$ cat src/rtl/clk_div_ctrl.sv
// Programmable clock-enable divider with two round-robin divisor requesters; a new divisor is applied only at a period boundary.
// Optional macro CLKDIV_ERR_EN: reject divisors below 2 with an err pulse instead of clamping them to 2.
module clk_div_ctrl #(
  parameter int                WIDTH       = 32,
  parameter logic [WIDTH-1:0]  DEFAULT_DIV = 2
) (
  input  logic             clk,
  input  logic             rst_n,
  input  logic             req0_valid,
  input  logic [WIDTH-1:0] req0_div,
  output logic             req0_ready,
  input  logic             req1_valid,
  input  logic [WIDTH-1:0] req1_div,
  output logic             req1_ready,
  output logic [WIDTH-1:0] div_o,
  output logic             out,
  output logic             tick,
  output logic             busy,
  output logic             upd_done,
  output logic             grant_id
`ifdef CLKDIV_ERR_EN
  ,
  output logic             err
`endif
);

  localparam logic IDLE = 1'b0;
  localparam logic PEND = 1'b1;

  logic             state;
  logic [WIDTH-1:0] cnt;
  logic [WIDTH-1:0] pend_div;
  logic [WIDTH-1:0] div_last;
  logic             accept;
  logic [WIDTH-1:0] acc_div;
  logic             at_end;

  assign div_last = div_o - WIDTH'(1);
  assign at_end   = (cnt == div_last);
  assign busy     = (state == PEND);

  // Ties go to the requester that was not granted last.
  always_comb begin
    req0_ready = 1'b0;
    req1_ready = 1'b0;
    if (rst_n && state == IDLE) begin
      if (req0_valid && (!req1_valid || grant_id)) req0_ready = 1'b1;
      else if (req1_valid)                         req1_ready = 1'b1;
    end
  end

  assign accept  = (req0_valid && req0_ready) || (req1_valid && req1_ready);
  assign acc_div = req0_ready ? req0_div : req1_div;

  always_ff @(posedge clk) begin
    if (!rst_n) begin
      state    <= IDLE;
      cnt      <= '0;
      div_o    <= DEFAULT_DIV;
      pend_div <= DEFAULT_DIV;
      grant_id <= 1'b1;
      out      <= 1'b0;
      tick     <= 1'b0;
      upd_done <= 1'b0;
`ifdef CLKDIV_ERR_EN
      err      <= 1'b0;
`endif
    end else begin
      out      <= (cnt < (div_o >> 1));
      tick     <= at_end;
      upd_done <= 1'b0;
`ifdef CLKDIV_ERR_EN
      err      <= 1'b0;
`endif
      // Only a request already pending before this edge may be applied here.
      if (state == PEND && at_end) begin
        div_o    <= pend_div;
        cnt      <= '0;
        state    <= IDLE;
        upd_done <= 1'b1;
      end else begin
        cnt <= at_end ? '0 : cnt + WIDTH'(1);
      end
      if (accept) begin
        grant_id <= req1_ready;
`ifdef CLKDIV_ERR_EN
        if (acc_div < WIDTH'(2)) begin
          err <= 1'b1;
        end else begin
          pend_div <= acc_div;
          state    <= PEND;
        end
`else
        pend_div <= (acc_div < WIDTH'(2)) ? WIDTH'(2) : acc_div;
        state    <= PEND;
`endif
      end
    end
  end

endmodule

$ cat config.mk
export PLATFORM = sky130hd
export DESIGN_NAME = clk_div_ctrl
export DESIGN_NICKNAME = d
export VERILOG_FILES = /design/src/rtl/clk_div_ctrl.sv
export SDC_FILE = /design/constraint.sdc
export NUM_CORES = 1
export LEC_CHECK = 0
export CORE_MARGIN = 4
export CORE_UTILIZATION = 54
export CTS_CLUSTER_SIZE = 8
export DETAILED_ROUTE_END_ITERATION = 10
export MAX_ROUTING_LAYER = met4
export PLACE_DENSITY_LB_ADDON = 0.1
export SLEW_MARGIN = 0
export SYNTH_ARGS = -nofsm -noshare
export SYNTH_HDL_FRONTEND = slang
export SYNTH_SLANG_ARGS = --single-unit
export TNS_END_PERCENT = 1
$ cat constraint.sdc
create_clock -name clk -period 3.8 [get_ports clk]
set_input_delay 0.76 -clock clk [delete_from_list [all_inputs] [get_ports clk]]
set_output_delay 0.76 -clock clk [all_outputs]
set_load 0.02 [all_outputs]
### After elaboration in Yosys (flattened, before gate mapping)

Cells that the tools add are included.

* register bits after elaboration: 101
* bits in latches: 0
* RAM bits: 0
* bits in read-only memories: 0
* input port bits: 68
* output and inout bits: 39
* word-level logic and storage cells: 35
* memories: 0

* $add $sub $neg: 2
* $mul: 0
* divide/modulo/power cells: 0
* order comparisons: 2
* equal/unequal tests: 1
* shift-type cells: 0
* mux-type cells: 10
* bitwise gates (word level): 2
* reduce and logical (&&, ||, !) cells: 10

Operators by type and width (count)
* $mux W32: 2
* $add A32 B1 Y32 const B: 1
* $eq A32 B32 Y1: 1
* $lt A32 B2 Y1 const B: 1
* $lt A32 B31 Y1: 1
* $sub A32 B1 Y32 const B: 1
* $mux W1: 8
* $logic_and A1 B1 Y1: 5
* $reduce_or A3 Y1: 1
* $logic_or A1 B1 Y1: 2
* $not A1 Y1: 2
* $reduce_bool A2 Y1: 1
* $logic_not A1 Y1: 1

### Logic depth before layout (Yosys ltp)

Gate-level depths: netlist of run 1.

* depth in word-level cells: 8
* depth in mapped cells: 12
* depth with buffers taken out: 10

### Least setup slack after synthesis of run 1

No wires, ideal clock.

* path type: reg-to-reg
* start: reg div_o[7]
* end: reg cnt[17]
* library setup time: 0.116 ns
* arrival: 3.284 ns
* data required time: 3.684 ns
* slack: 0.401 ns
* cell stages (with the launch flop): 11
* path buffers: 2
* period minus slack after synthesis: 3.399 ns
* cell sequence: dfxtp_1 clkbuf_1 or3_1 or3_1 a2111o_1 a2111oi_0 nand4_1 or4_4 o31ai_4 buf_4 nor2_1

* longest elaborated chain between the ends: 4

Ends and longest elaborated chain
* from (decl): line 15 `output logic [WIDTH-1:0] div_o,`
* from (signal assigned): line 77 `div_o <= pend_div;`
* $sub A32 B1 Y32 *: line 38 `assign div_last = div_o - WIDTH'(1);`
* $eq A32 B32 Y1 *: line 39 `assign at_end = (cnt == div_last);`
* $logic_and A1 B1 Y1: line 76 `if (state == PEND && at_end) begin`
* $reduce_or A3 Y1 (no line) *
* to (signal assigned): line 82 `cnt <= at_end ? '0 : cnt + WIDTH'(1);`
* to (decl): line 31 `logic [WIDTH-1:0] cnt;`

Mark *: on every way between the ends. The rest lies on a longest branch, timed or not.
A chain may end at the register's enable or synchronous reset.

### Worst setup path in the final report of run 1

* start: reg div_o[7]
* end: reg div_o[21]

* longest elaborated chain between the ends: 3

Ends and longest elaborated chain (line)
* $sub A32 B1 Y32: 38
* $eq A32 B32 Y1: 39
* $logic_and A1 B1 Y1: 76

No other way between the ends.

==> results of run 1 <==
==> layout make-up <==
class | instances | share of cell area
clock buffers | 9 | 0.0288
clock inverters | 7 | 0.0119
repair buffers | 126 | 0.157
multi-input cells | 586 | 0.502
well taps | 140 | 0.0224
flip-flops and latches | 101 | 0.259
inverters | 39 | 0.0187
==> state kept, by name, indices dropped and copies added, names as in the netlist <==
| register | flops |
|---|---|
| cnt | 32 |
| div_o | 32 |
| pend_div | 32 |
| busy | 1 |
| grant_id | 1 |
| out | 1 |
| tick | 1 |
| upd_done | 1 |
==> per-layer routing <==
metal | track usage | vias to the layer above | part of all wire
met3 | 0.0449 | 20 | 0.064
met4 | 0.0759 | 0 | 0.012
li1 | - | 2976 | -
met1 | 0.360 | 2835 | 0.45
met5 | - | - | 0
met2 | 0.434 | 202 | 0.47
==> power groups by stage <==
stage,sequential [uW],combinational (uW),clock [uW]
2_1_floorplan,1370,1810,0
3_3_place_gp,1360,2540,0
3_5_place_dp,1370,2590,0
4_1_cts,1340,2600,989
5_1_grt,1370,2870,1040
6_report,1350,2620,984
==> worst paths after layout <==
check / from / end
hold / removal: pend_div[3] / div_o[3]
setup reg to reg: div_o[7] / div_o[21]
hold reg to reg: pend_div[3] / div_o[3]
setup / recovery: div_o[7] / div_o[21]
==> through the flow <==
step	area (um2)	worst slack, ns
after floorplan	6240	0.401
after global placement	7490	0.375
after detailed placement	7490	0.311
after CTS	7810	0.232
after global routing	7810	0.0211
final	7810	0.190
==> cell families after synthesis <==
| group | Yosys count | share of synthesized area |
|---|---|---|
| and+or+nand+nor | 284 | 0.231 |
| AOI/OAI and AO/OA | 162 | 0.169 |
| DFF | 101 | 0.324 |
| buffers and inverters | 80 | 0.0505 |
| xor gates and xnor gates | 71 | 0.102 |
| muxes | 37 | 0.0597 |
| adders and majority gates | 32 | 0.0641 |
==> cells in the final DEF (no fill, tap or decap), types with 30 or more instances in the layout <==
cell type and n:
a21oi_1 40, ha_1 32, clkdlybuf4s50_1 106, o21ai_0 42
xnor2_1 40, dfxtp_1 101, xor2_1 30, nand3_1 56
mux2i_1 35, inv_1 38, a211oi_1 31, nor2_1 92
==> worst max-delay path, delay by kind of cell (launching register included) <==
kind,cells,cell delay [ns]
buffers and inverters,1,0.24
AOI/OAI and AO/OA,4,1.18
DFF,1,0.42
and+or+nand+nor,4,1.60
==> summary.txt, run 1 <==
Synthesis
  • Post-synth EDFFs: 0
  • Synth Net Count: 867
  • Synthesized area per cell: 8.14 um2
  • Synth top area cells: dfxtp_1 32%, ha_1 6.4%, mux2i_1 5.6%
  • Top post-synthesis cells by count: 101 x dfxtp_1, 92 x nor2_1, 57 x nand3_1, 42 x o21ai_0
  • Mapped Area: 6240 um2
  • Yosys top cell area share: 0.324
  • Post-Syn Instances: 767
  • Top FF cell, synth: dfxtp_1
  • Yosys cell types: 62
  • Async SR Flop Fraction: 0
  • Synthesized flop and latch total: 101
  • Most common cell in the netlist: dfxtp_1
  • Post-synthesis sequential area ratio: 0.324
  • Yosys Warn Count: 0
  • Area leader, netlist: dfxtp_1

Pwr
  • Internal power: 2710 uW
  • Reg power frac: 0.272
  • Pwr Total: 4950 uW
  • Clock power frac: 0.199
  • Pwr per Cell Area: 634 nW/um2
  • Sw frac: 0.452
  • Net Sw Power: 2240 uW
  • Max IR drop VDD: 0.547 mV
  • Combinational power share: 0.529
  • Pleak: 0.00310 uW

Clock network
  • CTS H-Tree Depth: 3
  • Clock Tree Buf Depth: 2
  • Clock root cell: clkbuf_16
  • Cts repair resizes: 0
  • Skew-Pair Late Insertion Delay: 0.34 ns
  • CTS Hold Buffers Added: 0
  • CTS tree: done
  • CTS Sinks: 101
  • Setup Fix Bufs, Post-CTS: 0
  • TritonCTS buffer count: 9
  • Worst-path clk slew: 0.08 ns

Setup path
  • CP endpoint kind: flop
  • Worst path slowest cell: or4_4
  • Worst-case reg-to-reg path depth: 9
  • Critical Path Start Type: flop
  • Cell Chain, Critical Path: or3_1, or3_1, a2111o_1, a2111oi_0, nand4_1, or4_4, buf_4, o21ai_0, a21oi_1
  • Worst Path Arrival: 3.80 ns
  • WP data required: 3.99 ns
  • Max Fanout on Critical Path: 32
  • CP dominant cell by count: or3_1
  • Largest stage delay, worst path: 0.56 ns
  • Reg2Reg Setup Slack: 0.19 ns
  • CP Class: flop to flop

Global routing
  • Initial antenna violation count: 0
  • Gr ovfl total: 0
  • Vias in the first global route: 5,972
  • Wire length of the first global-routing pass: 28,700 um
  • Aggregate global-route resource usage: 0.273
  • Largest net degree at the start of global routing: 65

STA
  • Maximum clock rate: 0.277 GHz
  • Worst hold margin: 0.476 ns
  • Clock Skew: 0.0101 ns
  • Final slew viol count: 0
  • Post-route minimum period: 3.61 ns
  • Worst-Margin Slew: 0.623 ns
  • Max transition margin: 0.584
  • Final setup violating endpoints: 0
  • Final setup TNS: 0 ns
  • Final worst path period share: 0.950
  • RSZ-0062 raised after global routing: no
  • Endpoints failing hold: 0

Cells and area
  • Area Growth Syn to Fin: 25.1%
  • Sequential cell area: 2020 um2
  • Fill cells: 914
  • Layout cell share with drive strength beyond 1: 0.0553
  • Final Util: 0.705
  • Nets: 963
  • Multi-input logic area: 3920 um2
  • ANT cells: 0
  • Finished Layout Cells: 1,008

Routing
  • Drt drc: 0
  • First drt pass iteration count: 5
  • Post-route ant nets: 0
  • Vias: 6,033
  • DR WL/cell: 17.0 um
  • Drt via density: 5.99
  • Total wire length: 17,100 um
  • Initial drt markers: 472

Placement
  • Placed Instances: 992
  • Hpwl dp: 13,200 um
  • Routability cong.: 0.951
  • Port Buf Inserts: 106

Die
  • I/O pin total: 107
  • Core area: 11,100 um2
  • Die Y: 116 um
  • Die span in x: 116 um
  • Rows: 38
  • DIE AREA: 13,300 um2
  • Initial Utilization: 0.563

Job
  • Max cap viols: 0

Min path
  • Hold depth: 2
  • Hold Path Class: flop to flop

Outcome
  • Status: finished clean
Note: power is estimated with default switching activity, not from simulation.
==> run 2: changes to the inputs <==
--- a/config.mk
+++ b/config.mk
@@ -5,13 +5,14 @@
 export SDC_FILE = /design/constraint.sdc
 export NUM_CORES = 1
 export LEC_CHECK = 0
+export ABC_AREA = 1
 export CORE_MARGIN = 4
-export CORE_UTILIZATION = 54
+export CORE_UTILIZATION = 65
 export CTS_CLUSTER_SIZE = 8
 export DETAILED_ROUTE_END_ITERATION = 10
+export DONT_BUFFER_PORTS = 1
 export MAX_ROUTING_LAYER = met4
 export PLACE_DENSITY_LB_ADDON = 0.1
-export SLEW_MARGIN = 0
 export SYNTH_ARGS = -nofsm -noshare
 export SYNTH_HDL_FRONTEND = slang
 export SYNTH_SLANG_ARGS = --single-unit
==> summary.txt, run 2 <==
Outcome
  • Status: finished clean (unchanged)

STA
  • Final worst path period share: 0.820 (was 0.950)
  • Endpoints failing hold: 0 (unchanged)
  • RSZ-0062 raised after global routing: no (unchanged)
  • Worst-Margin Slew: 0.691 ns (was 0.623 ns)
  • Final setup TNS: 0 ns (unchanged)
  • Maximum clock rate: 0.321 GHz (was 0.277 GHz)
  • Max transition margin: 0.537 (was 0.584)
  • Final slew viol count: 0 (unchanged)
  • Final setup violating endpoints: 0 (unchanged)
  • Clock Skew: 0.0160 ns (was 0.0101 ns)
  • Post-route minimum period: 3.12 ns (was 3.61 ns)

Cells and area
  • Area Growth Syn to Fin: 3.71% (was 25.1%)
  • Fill cells: 873 (was 914)
  • Layout cell share with drive strength beyond 1: 0.0514 (was 0.0553)
  • Fin area: 6720 um2 (was 7810 um2)
  • Nets: 1,068 (was 963)
  • Biggest registers after layout: cnt x32, div_o x32, pend_div x32 (unchanged)
  • Commonest non-fill, non-tap cells in the layout: 242 x nand2_1, 174 x nor2_1, 101 x dfxtp_1, 92 x inv_1, 50 x a21oi_1 (was 106 x clkdlybuf4s50_1, 101 x dfxtp_1, 92 x nor2_1, 56 x nand3_1, 42 x o21ai_0)
  • Finished Layout Cells: 1,105 (was 1,008)
  • Leading cell type in the layout, fill and taps excluded: nand2_1 (was clkdlybuf4s50_1)
  • ANT cells: 0 (unchanged)
  • Final Util: 0.690 (was 0.705)

Synthesis
  • Yosys cell types: 40 (was 62)
  • Synthesized area per cell: 6.62 um2 (was 8.14 um2)
  • Top post-synthesis cells by count: 242 x nand2_1, 174 x nor2_1, 101 x dfxtp_1, 92 x inv_1, 50 x a21oi_1 (was 101 x dfxtp_1, 92 x nor2_1, 57 x nand3_1, 42 x o21ai_0)
  • Top FF cell, synth: dfxtp_1 (unchanged)
  • Synth top area cells: dfxtp_1 31%, nand2_1 14%, nor2_1 10% (was dfxtp_1 32%, ha_1 6.4%, mux2i_1 5.6%)
  • Yosys top cell area share: 0.312 (was 0.324)
  • Yosys Warn Count: 0 (unchanged)
  • Area leader, netlist: dfxtp_1 (unchanged)
  • Async SR Flop Fraction: 0 (unchanged)
  • Mapped Area: 6480 um2 (was 6240 um2)
  • Post-Syn Instances: 979 (was 767)
  • Post-synthesis sequential area ratio: 0.312 (was 0.324)
  • Synthesized flop and latch total: 101 (unchanged)
  • Synth Net Count: 1,079 (was 867)
  • Post-synth EDFFs: 0 (unchanged)
  • Most common cell in the netlist: nand2_1 (was dfxtp_1)

Pwr
  • Pleak: 0.00340 uW (was 0.00310 uW)
  • Max IR drop VDD: 0.483 mV (was 0.547 mV)
  • Pwr Total: 5180 uW (was 4950 uW)
  • Pwr per Cell Area: 772 nW/um2 (was 634 nW/um2)

Min path
  • Hold depth: 1 (was 2)
  • Startpoint of the worst hold path: rst_n (was pend_div[3])
  • Worst Hold End: pend_div[1] (was div_o[3])
  • Hold Path Class: input port to flop (was flop to flop)

Clock network
  • Clock root cell: clkbuf_8 (was clkbuf_16)
  • Skew-Pair Late Insertion Delay: 0.40 ns (was 0.34 ns)
  • Worst-path clk slew: 0.10 ns (was 0.08 ns)
  • CTS H-Tree Depth: 3 (unchanged)
  • CTS tree: done (unchanged)
  • CTS Hold Buffers Added: 0 (unchanged)
  • TritonCTS buffer count: 9 (unchanged)
  • CTS Sinks: 101 (unchanged)
  • Clock Tree Buf Depth: 2 (unchanged)
  • Setup Fix Bufs, Post-CTS: 0 (unchanged)
  • Cts repair resizes: 0 (unchanged)

Setup path
  • Reg2Reg Capture Point: div_o[3] (was div_o[21])
  • Max Fanout on Critical Path: 39 (was 32)
  • WP data required: 4.09 ns (was 3.99 ns)
  • Worst-case reg-to-reg path depth: 17 (was 9)
  • CP dominant cell by count: nor2_1 (was or3_1)
  • Cell Chain, Critical Path: inv_1, ha_1, nand2_2, inv_1, nand2_1, nand2_1, nor2_1, nand2_1, nor2_1, nand2_1, nor2_1, nand3_1, nor2_2, nand4_4, buf_4, nor2_1, nor2_1 (was or3_1, or3_1, a2111o_1, a2111oi_0, nand4_1, or4_4, buf_4, o21ai_0, a21oi_1)
  • Reg2Reg Setup Slack: 0.68 ns (was 0.19 ns)
  • Reg2reg start: div_o[0] (was div_o[7])
  • Critical Path Start Type: flop (unchanged)
  • CP endpoint kind: flop (unchanged)
  • CP Class: flop to flop (unchanged)
  • Worst path slowest cell: dfxtp_1 (was or4_4)
  • Largest stage delay, worst path: 0.48 ns (was 0.56 ns)
  • Worst Path Arrival: 3.41 ns (was 3.80 ns)

Die
  • DIE AREA: 11,600 um2 (was 13,300 um2)
  • Core area: 9730 um2 (was 11,100 um2)
  • Die Y: 108 um (was 116 um)
  • Rows: 36 (was 38)
  • Die span in x: 108 um (was 116 um)
  • Initial Utilization: 0.666 (was 0.563)
  • I/O pin total: 107 (unchanged)

Routing
  • Drt drc: 0 (unchanged)
  • DR WL/cell: 15.8 um (was 17.0 um)
  • Total wire length: 17,500 um (was 17,100 um)
  • Drt via density: 5.67 (was 5.99)
  • First drt pass iteration count: 5 (unchanged)
  • Initial drt markers: 633 (was 472)
  • Post-route ant nets: 0 (unchanged)
  • Vias: 6,270 (was 6,033)

Global routing
  • Initial antenna violation count: 0 (unchanged)
  • Vias in the first global route: 5,740 (was 5,972)
  • Wire length of the first global-routing pass: 28,100 um (was 28,700 um)
  • Largest net degree at the start of global routing: 69 (was 65)
  • Gr ovfl total: 0 (unchanged)
  • Aggregate global-route resource usage: 0.318 (was 0.273)

Placement
  • Placed Instances: 1,090 (was 992)
  • Port Buf Inserts: 0 (was 106)
  • Routability cong.: 0.983 (was 0.951)
  • Placed Area: 6540 um2 (was 7490 um2)
  • Hpwl dp: 13,700 um (was 13,200 um)

Job
  • Max cap viols: 0 (unchanged)
run 2: cell types whose count changed in the layout (fill, tap and decap cells not counted), moves of 19 or more:
cell             change
nor2_1              +82
a211oi_1            -28
clkdlybuf4s50_1    -106
nor4_1              -19
xnor2_1             -29
inv_1               +54
nand2_1            +218
run 2: cells by family after synthesis:
family,synth area share
DFF,0.312
xor gates and xnor gates,0.0473
adders and majority gates,0.0618
muxes,0.0386
and+or+nand+nor,0.370
AOI/OAI and AO/OA,0.0939
buffers and inverters,0.0767
run 2: critical path, delay by kind of cell, from the launching register on:
| kind | cells | cell delay, ns |
|---|---|---|
| and+or+nand+nor | 13 | 1.53 |
| buffers and inverters | 3 | 0.67 |
| DFF | 1 | 0.48 |
| adders and majority gates | 1 | 0.29 |
run 2: cell type report:
| class | instances | area, um2 | area share |
|---|---|---|---|
| Inverter | 96 | 360 | 0.0536 |
| Sequential cell | 101 | 2020 | 0.301 |
| Clock buffer | 11 | 141 | 0.0210 |
| Clock inverter | 4 | 33.8 | 0.00503 |
| Timing Repair Buffer | 4 | 30.0 | 0.00447 |
| Multi-Input combinational cell | 756 | 3960 | 0.590 |
| Tap cell | 133 | 166 | 0.0248 |
run 2: power by group:
group | internal (uW) | total [uW] | switching (uW) | leakage, uW
Combinational | 904 | 2870 | 1960 | 0.00249
Clock | 259 | 650 | 391 | 0.0000913
Sequential | 1260 | 1670 | 408 | 0.000822
Total | 2420 | 5180 | 2760 | 0.00340
run 2: per-stage QoR:
stage | hold slack (ns) | setup slack (ns)
3_3_place_gp | 0.449 | 0.796
6_report | 0.445 | 0.684
5_1_grt | 0.452 | 0.381
3_5_place_dp | 0.463 | 0.716
2_1_floorplan | 0.429 | 1.51
4_1_cts | 0.430 | 0.692
run 2: how the worst max path moves through the flow:
stage          cells past startpoint     start        to  slack (ns)
4_1_cts                           17  div_o[0]  div_o[3]        0.69
2_1_floorplan                     19  div_o[0]  div_o[1]        1.51
3_5_place_dp                      17  div_o[0]  div_o[3]        0.72
3_3_place_gp                      16  div_o[0]  div_o[3]        0.80
5_1_grt                           17  div_o[0]  div_o[3]        0.38
6_report                          17  div_o[0]  div_o[3]        0.68
run 2: metal layers:
layer  part of all wire  GRT usage  vias to the layer above
met1               0.45      0.443                     2813
met3              0.094     0.0720                       37
met5                  0          -                        -
met2               0.43      0.466                      281
met4              0.019     0.0893                        0
li1                   -          -                     3139
==> run 3: changes to the inputs <==
==> constraint.sdc (replaced) <==
create_clock -name clk -period 3.2 [get_ports clk]
set_input_delay 0.64 -clock clk [delete_from_list [all_inputs] [get_ports clk]]
set_output_delay 0.64 -clock clk [all_outputs]
set_load 0.02 [all_outputs]
==> summary.txt, run 3 (synthesized netlist as in run 2, its figures left out) <==
Die
  • Core area: 9730 um2 (unchanged)
  • DIE AREA: 11,600 um2 (unchanged)
  • Die Y: 108 um (unchanged)
  • Die span in x: 108 um (unchanged)
  • I/O pin total: 107 (unchanged)
  • Rows: 36 (unchanged)
  • Initial Utilization: 0.666 (unchanged)

Pwr
  • Internal power: 2970 uW (was 2420 uW)
  • Pleak: 0.00345 uW (was 0.00340 uW)
  • Combinational power share: 0.568 (was 0.553)
  • Reg power frac: 0.307 (was 0.321)
  • Max IR drop VDD: 0.576 mV (was 0.483 mV)
  • Sw frac: 0.536 (was 0.533)
  • Pwr per Cell Area: 941 nW/um2 (was 772 nW/um2)
  • Clock power frac: 0.125 (about the same)
  • Net Sw Power: 3430 uW (was 2760 uW)
  • Pwr Total: 6400 uW (was 5180 uW)

STA
  • Final worst path period share: 0.943 (was 0.820)
  • Post-route minimum period: 3.02 ns (was 3.12 ns)
  • Max transition margin: 0.597 (was 0.537)
  • Endpoints failing hold: 0 (unchanged)
  • Final setup TNS: 0 ns (unchanged)
  • Final setup violating endpoints: 0 (unchanged)
  • Maximum clock rate: 0.331 GHz (was 0.321 GHz)
  • Final slew viol count: 0 (unchanged)
  • RSZ-0062 raised after global routing: no (unchanged)
  • Setup ws final: 0.181 ns (was 0.684 ns)
  • Worst-Margin Slew: 0.604 ns (was 0.691 ns)
  • Clock Skew: 0.0153 ns (was 0.0160 ns)

Routing
  • Initial drt markers: 642 (was 633)
  • Met3 wire len: 1890 um (was 1650 um)
  • Post-route ant nets: 0 (unchanged)
  • Drt drc: 0 (unchanged)
  • Total wire length: 18,700 um (was 17,500 um)
  • DR WL/cell: 16.8 um (was 15.8 um)
  • Drt via density: 5.78 (was 5.67)
  • Top layer in use: met4 (unchanged)
  • Met1 wire length: 8070 um (was 7910 um)
  • Vias: 6,430 (was 6,270)
  • First drt pass iteration count: 5 (unchanged)
  • Metal2 WL: 8240 um (was 7570 um)

Cells and area
  • Commonest non-fill, non-tap cells in the layout: 242 x nand2_1, 174 x nor2_1, 101 x dfxtp_1, 92 x inv_1, 50 x a21oi_1 (unchanged)
  • Fill cells: 893 (was 873)
  • Layout cell share with drive strength beyond 1: 0.0602 (was 0.0514)
  • Area Growth Syn to Fin: 4.94% (was 3.71%)
  • Nets: 1,075 (was 1,068)
  • ANT cells: 0 (unchanged)
  • Biggest registers after layout: cnt x32, div_o x32, pend_div x32 (unchanged)
  • Fin area: 6800 um2 (was 6720 um2)
  • Leading cell type in the layout, fill and taps excluded: nand2_1 (unchanged)

Clock network
  • CTS Sinks: 101 (unchanged)
  • CTS H-Tree Depth: 3 (unchanged)
  • CTS tree: done (unchanged)
  • Skew-Pair Late Insertion Delay: 0.39 ns (was 0.40 ns)
  • Cts repair resizes: 0 (unchanged)
  • Setup Fix Bufs, Post-CTS: 0 (unchanged)
  • CTS Hold Buffers Added: 0 (unchanged)
  • Worst-path clk slew: 0.09 ns (was 0.10 ns)
  • TritonCTS buffer count: 9 (unchanged)
  • Clock root cell: clkbuf_8 (unchanged)
  • Clock Tree Buf Depth: 2 (unchanged)

Setup path
  • Cell Chain, Critical Path: inv_1, ha_1, inv_1, nand2_1, nand2_1, nand2_1, nand2_1, nand2_1, inv_1, nand2_1, nor2_1, nand2_1, nor2_1, nand3_1, nor2_2, nand3_2, nand2_2, buf_12, nor3_1 (was inv_1, ha_1, nand2_2, inv_1, nand2_1, nand2_1, nor2_1, nand2_1, nor2_1, nand2_1, nor2_1, nand3_1, nor2_2, nand4_4, buf_4, nor2_1, nor2_1)
  • Critical Path Start Type: flop (unchanged)
  • CP dominant cell by count: nand2_1 (was nor2_1)
  • Worst path slowest cell: dfxtp_1 (unchanged)
  • WP data required: 3.45 ns (was 4.09 ns)
  • CP Depth: 19 (was 17)
  • Worst Path Arrival: 3.27 ns (was 3.41 ns)
  • CP endpoint kind: flop (unchanged)
  • Worst-case reg-to-reg path depth: 19 (was 17)
  • CP Class: flop to flop (unchanged)
  • Max Fanout on Critical Path: 23 (was 39)
  • Largest stage delay, worst path: 0.49 ns (was 0.48 ns)
  • Delay-heaviest family, CP: simple AND/OR/NAND/NOR gates (unchanged)
  • CP Buf/Inv Count: 4 (was 3)

Placement
  • Place WS: 0.248 ns (was 0.716 ns)
  • Hpwl dp: 14,500 um (was 13,700 um)
  • Routability cong.: 0.970 (was 0.983)
  • Placed Area: 6610 um2 (was 6540 um2)
  • Port Buf Inserts: 0 (unchanged)

Min path
  • Hold depth: 1 (unchanged)
  • Hold Path Class: input port to flop (unchanged)

Job
  • Max cap viols: 0 (unchanged)

Global routing
  • Gr ovfl total: 0 (unchanged)
  • Vias in the first global route: 6,002 (was 5,740)
  • Aggregate global-route resource usage: 0.339 (was 0.318)
  • Wire length of the first global-routing pass: 29,900 um (was 28,100 um)
  • Initial antenna violation count: 0 (unchanged)
  • Largest net degree at the start of global routing: 69 (unchanged)

Outcome
  • Status: finished clean (unchanged)
==> run 3: power by group through the flow <==
| stage | Clock [uW] | Sequential (uW) | Combinational, uW |
|---|---|---|---|
| after floorplan | 0 | 1880 | 2730 |
| after global placement | 0 | 1980 | 3470 |
| after detailed placement | 0 | 1980 | 3560 |
| after CTS | 806 | 1950 | 3590 |
| after global routing | 867 | 1980 | 4080 |
| final | 802 | 1960 | 3630 |
==> run 3: final cells by class <==
cell class | count | area, um2 | area share
inverters | 96 | 360 | 0.0530
well taps | 133 | 166 | 0.0245
clock inverters | 5 | 38.8 | 0.00571
repair buffers | 11 | 95.1 | 0.0140
flip-flops and latches | 101 | 2020 | 0.297
multi-input cells | 756 | 3960 | 0.583
clock buffers | 11 | 151 | 0.0223
==> run 3: metal layers <==
metal,vias up,global-route usage
met1,2901,0.462
met4,0,0.103
met3,41,0.0684
met2,333,0.510
li1,3155,-
met5,-,-
==> run 3: worst register-to-register path: stages (launching register included) <==
cell	delay, ns
dfxtp_1	0.49
inv_1	0.18
ha_1	0.30
inv_1	0.11
nand2_1	0.09
nand2_1	0.11
nand2_1	0.05
nand2_1	0.05
nand2_1	0.05
inv_1	0.04
nand2_1	0.04
nor2_1	0.09
nand2_1	0.06
nor2_1	0.10
nand3_1	0.11
nor2_2	0.18
nand3_2	0.21
nand2_2	0.30
buf_12	0.22
nor3_1	0.10
==> run 3: path summary, 6_finish.rpt <==
path | end | start | slack [ns]
max | cnt[26] | div_o[0] | 0.18
min reg2reg | pend_div[1] | pend_div[1] | 0.48
max reg2reg | cnt[26] | div_o[0] | 0.18
min | pend_div[1] | rst_n | 0.34
==> run 3: through the flow <==
step / hold WS (ns) / util / std cells
5_1_grt: 0.329 / 0.699 / 1113
2_1_floorplan: 0.429 / - / 979
4_1_cts: 0.320 / 0.699 / 1113
3_3_place_gp: 0.457 / 0.679 / 1097
6_report: 0.342 / 0.699 / 1113
3_5_place_dp: 0.459 / 0.679 / 1097
